[config.mk]
export PLATFORM = sky130hd
export DESIGN_NAME = alu4_acc_seq
export DESIGN_NICKNAME = d
export VERILOG_FILES = /design/src/rtl/alu4_pkg.sv /design/src/rtl/alu4.sv /design/src/rtl/alu4_acc_seq.sv
export SDC_FILE = /design/constraint.sdc
export NUM_CORES = 1
export LEC_CHECK = 0
export CORE_MARGIN = 8
export CORE_UTILIZATION = 56
export CTS_CLUSTER_SIZE = 16
export DETAILED_ROUTE_END_ITERATION = 16
export HOLD_SLACK_MARGIN = 0.08
export PLACE_DENSITY = 0.84
export RECOVER_POWER = 25
export SLEW_MARGIN = 20
export SYNTH_ARGS = -nofsm -noshare
export SYNTH_HDL_FRONTEND = slang
export SYNTH_SLANG_ARGS = --single-unit
[constraint.sdc]
create_clock -name clk -period 6.8 [get_ports clk]
set_input_delay 1.7 -clock clk [delete_from_list [all_inputs] [get_ports clk]]
set_output_delay 1.7 -clock clk [all_outputs]
set_load 0.01 [all_outputs]
[src/rtl/alu4_pkg.sv]
// ------------------------------------------------------------------
// alu4_pkg: shared op encodings and sequencer state type for alu4
// Rev 1.0
// ------------------------------------------------------------------
`default_nettype none

package alu4_pkg;

  localparam logic [2:0] OP_ADD  = 3'b000;
  localparam logic [2:0] OP_SUB  = 3'b001;
  localparam logic [2:0] OP_AND  = 3'b010;
  localparam logic [2:0] OP_OR   = 3'b011;
  localparam logic [2:0] OP_NOT  = 3'b100;
  localparam logic [2:0] OP_XOR  = 3'b101;
  localparam logic [2:0] OP_LOAD = 3'b110;
  localparam logic [2:0] OP_INC  = 3'b111;

  typedef enum logic [1:0] {
    IDLE  = 2'd0,
    ACCUM = 2'd1,
    RESP  = 2'd2
  } state_t;

endpackage

`default_nettype wire

[src/rtl/alu4.sv]
// ------------------------------------------------------------------
// alu4: combinational 4-bit ALU, all arithmetic modulo 16
// Rev 1.0
// ------------------------------------------------------------------
`default_nettype none

module alu4 (
  input  logic [3:0] i_a,
  input  logic [3:0] i_b,
  input  logic [2:0] i_sel,
  output logic [3:0] o_y
);
  import alu4_pkg::*;

  always_comb begin
    o_y = i_a + i_b;
    case (i_sel)
      OP_ADD:  o_y = i_a + i_b;
      OP_SUB:  o_y = i_a - i_b;
      OP_AND:  o_y = i_a & i_b;
      OP_OR:   o_y = i_a | i_b;
      OP_NOT:  o_y = ~i_a;
      OP_XOR:  o_y = i_a ^ i_b;
      OP_LOAD: o_y = i_b;
      OP_INC:  o_y = i_a + 4'd1;
      default: o_y = i_a + i_b;
    endcase
  end

endmodule

`default_nettype wire

[src/rtl/alu4_acc_seq.sv]
// ------------------------------------------------------------------
// alu4_acc_seq: valid/ready accumulator sequencer driving one alu4
// Rev 1.0
// ------------------------------------------------------------------
`default_nettype none

module alu4_acc_seq #(
  parameter  int MAX_OPS = 15,
  localparam int CW      = $clog2(MAX_OPS + 1)
) (
  input  logic          clk,
  input  logic          rst,
  input  logic          cmd_valid,
  output logic          cmd_ready,
  input  logic [2:0]    cmd_op,
  input  logic [3:0]    cmd_operand,
  input  logic          cmd_last,
  output logic          res_valid,
  input  logic          res_ready,
  output logic [3:0]    res_acc,
  output logic          res_zero,
  output logic [CW-1:0] res_count,
  output logic          res_trunc,
  output logic          busy
);
  import alu4_pkg::*;

  state_t        r_state;
  logic [3:0]    r_acc;
  logic [CW-1:0] r_count;
  logic          r_res_valid;
  logic [3:0]    r_res_acc;
  logic          r_res_zero;
  logic [CW-1:0] r_res_count;
  logic          r_res_trunc;

  logic          w_accept;
  logic          w_end;
  logic [3:0]    w_alu_a;
  logic [3:0]    w_alu_y;
  logic [CW-1:0] w_next_count;

  assign cmd_ready    = (r_state != RESP);
  assign w_accept     = cmd_valid && cmd_ready;
  assign w_alu_a      = (r_state == IDLE) ? 4'h0 : r_acc;
  assign w_next_count = (r_state == IDLE) ? CW'(1) : r_count + CW'(1);
  // The op limit also covers MAX_OPS==1 from IDLE, since next count is 1 there.
  assign w_end        = cmd_last || (w_next_count == CW'(MAX_OPS));

  alu4 u_alu (
    .i_a   (w_alu_a),
    .i_b   (cmd_operand),
    .i_sel (cmd_op),
    .o_y   (w_alu_y)
  );

  always_ff @(posedge clk) begin
    if (rst) begin
      r_state     <= IDLE;
      r_acc       <= 4'h0;
      r_count     <= '0;
      r_res_valid <= 1'b0;
      r_res_acc   <= 4'h0;
      r_res_zero  <= 1'b0;
      r_res_count <= '0;
      r_res_trunc <= 1'b0;
    end else begin
      case (r_state)
        IDLE, ACCUM: begin
          if (w_accept) begin
            r_acc   <= w_alu_y;
            r_count <= w_next_count;
            if (w_end) begin
              r_state     <= RESP;
              r_res_valid <= 1'b1;
              r_res_acc   <= w_alu_y;
              r_res_zero  <= (w_alu_y == 4'h0);
              r_res_count <= w_next_count;
              r_res_trunc <= !cmd_last;
            end else begin
              r_state <= ACCUM;
            end
          end
        end
        RESP: begin
          if (res_ready) begin
            r_state     <= IDLE;
            r_acc       <= 4'h0;
            r_count     <= '0;
            r_res_valid <= 1'b0;
          end
        end
        default: r_state <= IDLE;
      endcase
    end
  end

  assign res_valid = r_res_valid;
  assign res_acc   = r_res_acc;
  assign res_zero  = r_res_zero;
  assign res_count = r_res_count;
  assign res_trunc = r_res_trunc;
  assign busy      = (r_state != IDLE);

endmodule

`default_nettype wire

==> results of run 1 <==
[power groups by stage]
stage / clock network [uW] / logic [uW] / registers [uW]
floorplan: 0 / 46.5 / 136
global placement: 0 / 71.3 / 136
detailed placement: 0 / 73.2 / 136
CTS: 62.0 / 73.5 / 133
global route: 68.7 / 81.4 / 134
finish: 59.4 / 73.3 / 133
[sequential cells by signal, summed over array words and instances (netlist names)]
name and cells:
r_state 2, res_trunc 1, r_acc 4, res_zero 1, r_count 4, res_count 4, res_valid 1, res_acc 4
[per-stage QoR]
stage / total power, uW / hold WS (ns) / instance area [um2] / instances / util, %
detailed placement: 209 / 0.451 / 1690 / 229 / 68.8
global placement: 207 / 0.445 / 1690 / 229 / 68.8
floorplan: 183 / 0.465 / 1440 / 182 / -
global route: 284 / 0.476 / 1710 / 233 / 69.8
finish: 266 / 0.461 / 1710 / 233 / 69.8
CTS: 269 / 0.467 / 1710 / 233 / 69.8
[final timing paths]
kind	start	end	slack [ns]	depth (start not counted)
setup / recovery	cmd_op[1]	res_zero	2.56	11
hold / removal	res_count[3]	res_count[3]	0.46	2
setup reg to reg	r_state[1]	res_zero	4.47	11
hold reg to reg	res_count[3]	res_count[3]	0.46	2
[worst max-delay path, stage by stage]
cell             delay, ns
clkdlybuf4s50_1       0.76
nor2b_1               0.34
nor2_1                0.12
o22ai_1               0.30
ha_1                  0.29
a21o_1                0.18
a21oi_1               0.17
xnor2_1               0.15
xnor2_1               0.15
o21ai_2               0.09
a31o_1                0.18
[cells by family (layout without fill, tap and decap cells)]
group / count (synthesis) / count (layout) / share of synthesized area, %
adder cells (fa/ha/maj): 14 / 14 / 12.7
AND/OR/NAND/NOR: 67 / 67 / 23.7
buffers and inverters: 20 / 41 / 5.89
XOR/XNOR: 5 / 5 / 3.03
AO/OA/AOI/OAI: 53 / 53 / 24.2
multiplexers: 2 / 2 / 1.39
flip-flops: 21 / 21 / 29.1
[metal layers]
| layer | track usage, % | up-vias | wire length [um] |
|---|---|---|---|
| met1 | 20.8 | 630 | 1490 |
| met4 | 4.00 | 0 | 22 |
| met5 | 0 | - | 0 |
| met3 | 4.19 | 4 | 338 |
| met2 | 25.4 | 65 | 1630 |
| li1 | - | 683 | - |
[cell usage in the layout, fill, tap and decap left out, drive strengths merged, types with 2 or more instances in the layout]
cell,count
dlygate4sd3,6
o22ai,2
clkbuf,4
mux2i,2
inv,13
xnor2,3
nand2,17
o21ai,8
clkdlybuf4s50,18
a211oi,4
ha,13
nor2,22
o31ai,2
nand3b,2
xor2,2
nand2b,4
nor2b,6
a21oi,17
nand3,4
nor3,7
a31oi,2
dfxtp,21
a22oi,6
a22o,2
a21o,2
[layout make-up]
cell class	count	area [um2]	share of cell area [%]
Multi-Input combinational cell	141	938	54.7
Sequential cell	21	420	24.5
Timing Repair Buffer	24	240	14.0
Inverter	13	51.3	2.99
Tap cell	30	37.5	2.19
Clock buffer	4	26.3	1.53
==> impl_metrics.py, run 1 <==
metrics = {
    "outcome": {
        "outcome": "finished clean",
    },
    "grt": {
        "overflow": 0,
        "antenna_found_initial": 0,
        "grtUsageTotal_pct": 16.0,
        "grt_start_max_net_pins": 25,
        "grt_pass1_vias": 1210,
        "grt_pass1_wl_mm": 5.62,
    },
    "sta": {
        "setup_violations": 0,
        "finalSetupTns_ns": 0,
        "clock_skew_ns": 0.00287,
        "post-route-worst-setup-slack_ns": 2.56,
        "finalHoldViolations": 0,
        "fin_crit_sh_pct": 62.3,
        "rsz0062_at_grt": "false",
        "drv_slew": 0,
        "tightest_slew_ns": 0.841,
        "clock.fmax_mhz": 236,
        "max-slew-margin-rel_pct": 43.6,
        "min_period_ns": 4.24,
    },
    "cts": {
        "cts_max_level": 1,
        "cts_resized": 0,
        "cts_tree": "done",
        "hold_buffers": 0,
        "clk_latency_ns": 0.30,
        "cts-root-buf": "clkbuf_4",
        "cts.clk_slew.worst_paths_ns": 0.11,
        "clkSinkCount": 21,
        "numCtsBuffers": 3,
        "cts_post_setup_buffers_inserted": 0,
        "clock_path_buffers": 2,
    },
    "pwr": {
        "power_density_nw_per_um2": 155,
        "p_leak_uw": 0.000732,
        "p_switching_uw": 82.3,
        "swShare_pct": 30.9,
        "intPower_uw": 184,
        "peakVddDrop_uv": 165,
        "clock_power_share_pct": 22.3,
        "p_comb_share_pct": 27.6,
        "share_seq_of_total_power_pct": 50.1,
    },
    "die": {
        "core-area_um2": 2450,
        "num_rows": 18,
        "start_util_pct": 58.8,
        "die_area_um2": 4460,
        "die_w_um": 66.8,
        "die_height_um": 66.8,
        "boundaryPins": 25,
    },
    "setup_path": {
        "critPathCaptureType": "flop",
        "cp_max_fo": 16,
        "crit_arrival_ns": 4.44,
        "worstSetupStartpointType": "input port",
        "crit_type": "input port to flop",
        "worstPathRequired_ns": 7.01,
    },
    "drt": {
        "vias": 1382,
        "drtIter0Drc": 107,
        "firstDrtPassIters": 4,
        "wirelength_mm": 3.49,
        "wl_per_cell_um": 15.0,
        "vias_per_cell": 5.93,
        "ant_nets": 0,
        "post-route-drc-count": 0,
    },
    "synthesis": {
        "ys_seq_area_share_pct": 29.1,
        "syn-cell-area_um2": 1440,
        "synth_common_cells": "21 x dfxtp_1, 20 x nor2_1, 17 x a21oi_1, 17 x nand2_1, 13 x ha_1",
        "syn_inst": 182,
        "yosysUniqueCellTypes": 45,
        "yosysMostFrequentCell": "dfxtp_1",
        "synth.area.top_cells": "dfxtp_1 29%, ha_1 11%, a21oi_1 5.9%, nor2_1 5.2%, nand2_1 4.4%",
        "synth.top_cell.area_share_pct": 29.1,
        "synth_warnings": 0,
        "synth_top_area_cell": "dfxtp_1",
        "synth_async_sr_flop_share_pct": 0,
        "ys_seq_elements": 21,
        "synth_edf_count": 0,
        "synthFlopType": "dfxtp_1",
        "syn_nets": 208,
        "avgSynthCellArea_um2": 7.93,
    },
    "finish": {
        "syn_to_final_growth_pct": 18.7,
        "nets": 230,
        "fillers": 201,
        "final_layout_size_suffix_gt1_share_pct": 5.42,
        "n_antenna_cell": 0,
    },
    "placed_design": {
        "place_congestion": 0.935,
        "io_buffers": 24,
        "dp_hpwl_mm": 2.76,
        "post-place-ws_ns": 2.26,
    },
    "job": {
        "maxCapViolCount": 0,
    },
    "min_path": {
        "worstHoldPathType": "flop to flop",
    },
}
(Power assumes the default switching activity.)
==> run 2: changes to the inputs <==
--- a/config.mk
+++ b/config.mk
@@ -6,11 +6,11 @@
 export NUM_CORES = 1
 export LEC_CHECK = 0
 export CORE_MARGIN = 8
-export CORE_UTILIZATION = 56
+export CORE_UTILIZATION = 47
 export CTS_CLUSTER_SIZE = 16
 export DETAILED_ROUTE_END_ITERATION = 16
 export HOLD_SLACK_MARGIN = 0.08
-export PLACE_DENSITY = 0.84
+export PLACE_DENSITY = 0.75
 export RECOVER_POWER = 25
 export SLEW_MARGIN = 20
 export SYNTH_ARGS = -nofsm -noshare
==> constraint.sdc (replaced) <==
create_clock -name clk -period 3.45 [get_ports clk]
set_input_delay 0.8625 -clock clk [delete_from_list [all_inputs] [get_ports clk]]
set_output_delay 0.8625 -clock clk [all_outputs]
set_load 0.01 [all_outputs]
==> impl_metrics.py, run 2 (same netlist as run 1, synthesis figures left out) <==
metrics = {
    "die": {
        "num_rows": 20,
        "start_util_pct": 48.5,
        "core-area_um2": 2980,
        "die_w_um": 71.4,
        "boundaryPins": 25,
        "die_height_um": 71.4,
        "die_area_um2": 5100,
    },
    "sta": {
        "fin_crit_sh_pct": 90.0,
        "min_period_ns": 3.10,
        "drv_slew": 0,
        "setup_violations": 0,
        "clock.fmax_mhz": 322,
        "finalHoldViolations": 0,
        "max-slew-margin-rel_pct": 42.5,
        "rsz0062_at_grt": "false",
        "post-route-worst-setup-slack_ns": 0.345,
        "finalSetupTns_ns": 0,
        "tightest_slew_ns": 0.857,
        "clock_skew_ns": 0.00444,
    },
    "setup_path": {
        "reg2reg_depth": 11,
        "rr_endpoint": "res_zero",
        "cp_max_fo": 3,
        "worstPathRequired_ns": 3.66,
        "critPathCaptureType": "flop",
        "critical_path_buf_inv_count": 2,
        "reg2reg_slack_ns": 1.11,
        "worstPathCellList": "clkdlybuf4s50_1 > inv_1 > ha_1 > a21boi_0 > o22ai_1 > ha_1 > a21o_1 > a21oi_1 > xnor2_1 > xnor2_1 > o21ai_2 > o31ai_1",
        "crit_type": "input port to flop",
        "crit_arrival_ns": 3.32,
        "worstSetupStartpointType": "input port",
        "slowest_stage": "clkdlybuf4s50_1",
        "r2r_start": "r_state[1]",
        "max_stage_delay_ns": 0.51,
        "critPathTopFamily": "compound AO/OA/AOI/OAI gates",
    },
    "job": {
        "maxCapViolCount": 0,
    },
    "cts": {
        "clock_path_buffers": 2,
        "cts_max_level": 1,
        "clk_latency_ns": 0.30,
        "cts_tree": "done",
        "hold_buffers": 0,
        "clkSinkCount": 21,
        "cts-root-buf": "clkbuf_4",
        "numCtsBuffers": 3,
        "cts.clk_slew.worst_paths_ns": 0.11,
        "cts_resized": 0,
        "cts_post_setup_buffers_inserted": 0,
    },
    "placed_design": {
        "post-place-ws_ns": 0.0279,
        "place_congestion": 0.889,
        "io_buffers": 24,
        "dp_hpwl_mm": 2.83,
    },
    "grt": {
        "grt_pass1_wl_mm": 6.18,
        "grt_pass1_vias": 1432,
        "overflow": 0,
        "antenna_found_initial": 0,
        "grtUsageTotal_pct": 14.5,
        "grt_start_max_net_pins": 25,
    },
    "finish": {
        "final_cell_mix": "21 x nor2_1, 21 x dfxtp_1, 19 x clkdlybuf4s50_1",
        "final_layout_size_suffix_gt1_share_pct": 8.96,
        "multi_input_area_um2": 925,
        "nets": 239,
        "fillers": 283,
        "regArea_um2": 420,
        "fin_util_pct": 59.5,
        "syn_to_final_growth_pct": 22.8,
        "n_antenna_cell": 0,
    },
    "drt": {
        "wl_per_cell_um": 14.6,
        "post-route-drc-count": 0,
        "vias_per_cell": 5.63,
        "wirelength_mm": 3.58,
        "firstDrtPassIters": 4,
        "vias": 1380,
        "drtIter0Drc": 61,
        "ant_nets": 0,
    },
    "pwr": {
        "intPower_uw": 366,
        "power_density_nw_per_um2": 300,
        "clock_power_share_pct": 22.3,
        "share_seq_of_total_power_pct": 49.3,
        "peakVddDrop_uv": 199,
        "swShare_pct": 31.2,
        "p_leak_uw": 0.000773,
        "p_switching_uw": 166,
        "p_comb_share_pct": 28.4,
    },
    "min_path": {
        "holdPathEnd": "res_acc[1]",
        "worstHoldPathType": "flop to flop",
        "hp-start": "res_acc[1]",
        "whs_path_depth": 2,
    },
    "outcome": {
        "outcome": "finished clean",
    },
}
## run 2: per-stage QoR
stage / instances / hold slack [ns] / instance area, um2 / total power, uW
6_report: 245 / 0.464 / 1770 / 532
5_1_grt: 245 / 0.498 / 1770 / 560
4_1_cts: 245 / 0.471 / 1790 / 538
3_5_place_dp: 241 / 0.453 / 1760 / 421
3_3_place_gp: 241 / 0.445 / 1760 / 416
2_1_floorplan: 182 / 0.465 / 1440 / 360
## run 2: power groups by stage
| stage | logic, uW | clock network [uW] | registers (uW) |
|---|---|---|---|
| after detailed placement | 153 | 0 | 268 |
| after CTS | 154 | 122 | 263 |
| after global routing | 169 | 127 | 264 |
| after floorplan | 91.6 | 0 | 269 |
| after global placement | 148 | 0 | 268 |
| final | 151 | 119 | 262 |
## run 2: layer usage
layer  global-route usage, %  wire length (um)  up-vias
li1                        -                 -      705
met1                    15.3              1490      636
met2                    27.9              1870       35
met3                    2.65               188        4
met4                    4.39                28        0
met5                       0                 0        -
## run 2: how the worst max path moves through the flow
stage,start,end,slack (ns),depth (start not counted)
2_1_floorplan,cmd_op[0],res_zero,0.63,12
3_3_place_gp,cmd_operand[0],res_zero,0.14,12
3_5_place_dp,cmd_operand[0],r_acc[3],0.03,12
4_1_cts,cmd_operand[0],r_acc[3],0.35,12
5_1_grt,cmd_operand[0],r_acc[3],0.15,12
6_report,cmd_operand[0],r_acc[3],0.35,12
## run 2: layout make-up
class / instances / share of cell area, %
Multi-Input combinational cell: 141 / 52.2
Inverter: 13 / 2.89
Timing Repair Buffer: 33 / 17.4
Clock buffer: 3 / 1.27
Sequential cell: 21 / 23.7
Tap cell: 33 / 2.33
Clock inverter: 1 / 0.282
## run 2: worst reg2reg max path: stages, from the launching register on
cell and delay (ns):
dfxtp_1 0.38, nor2_2 0.25, inv_4 0.10, nand2_1 0.12
inv_1 0.08, ha_1 0.21, fa_1 0.38, xor2_1 0.16
nor2_1 0.05, a21oi_1 0.26, nor2_1 0.07, a31o_1 0.20
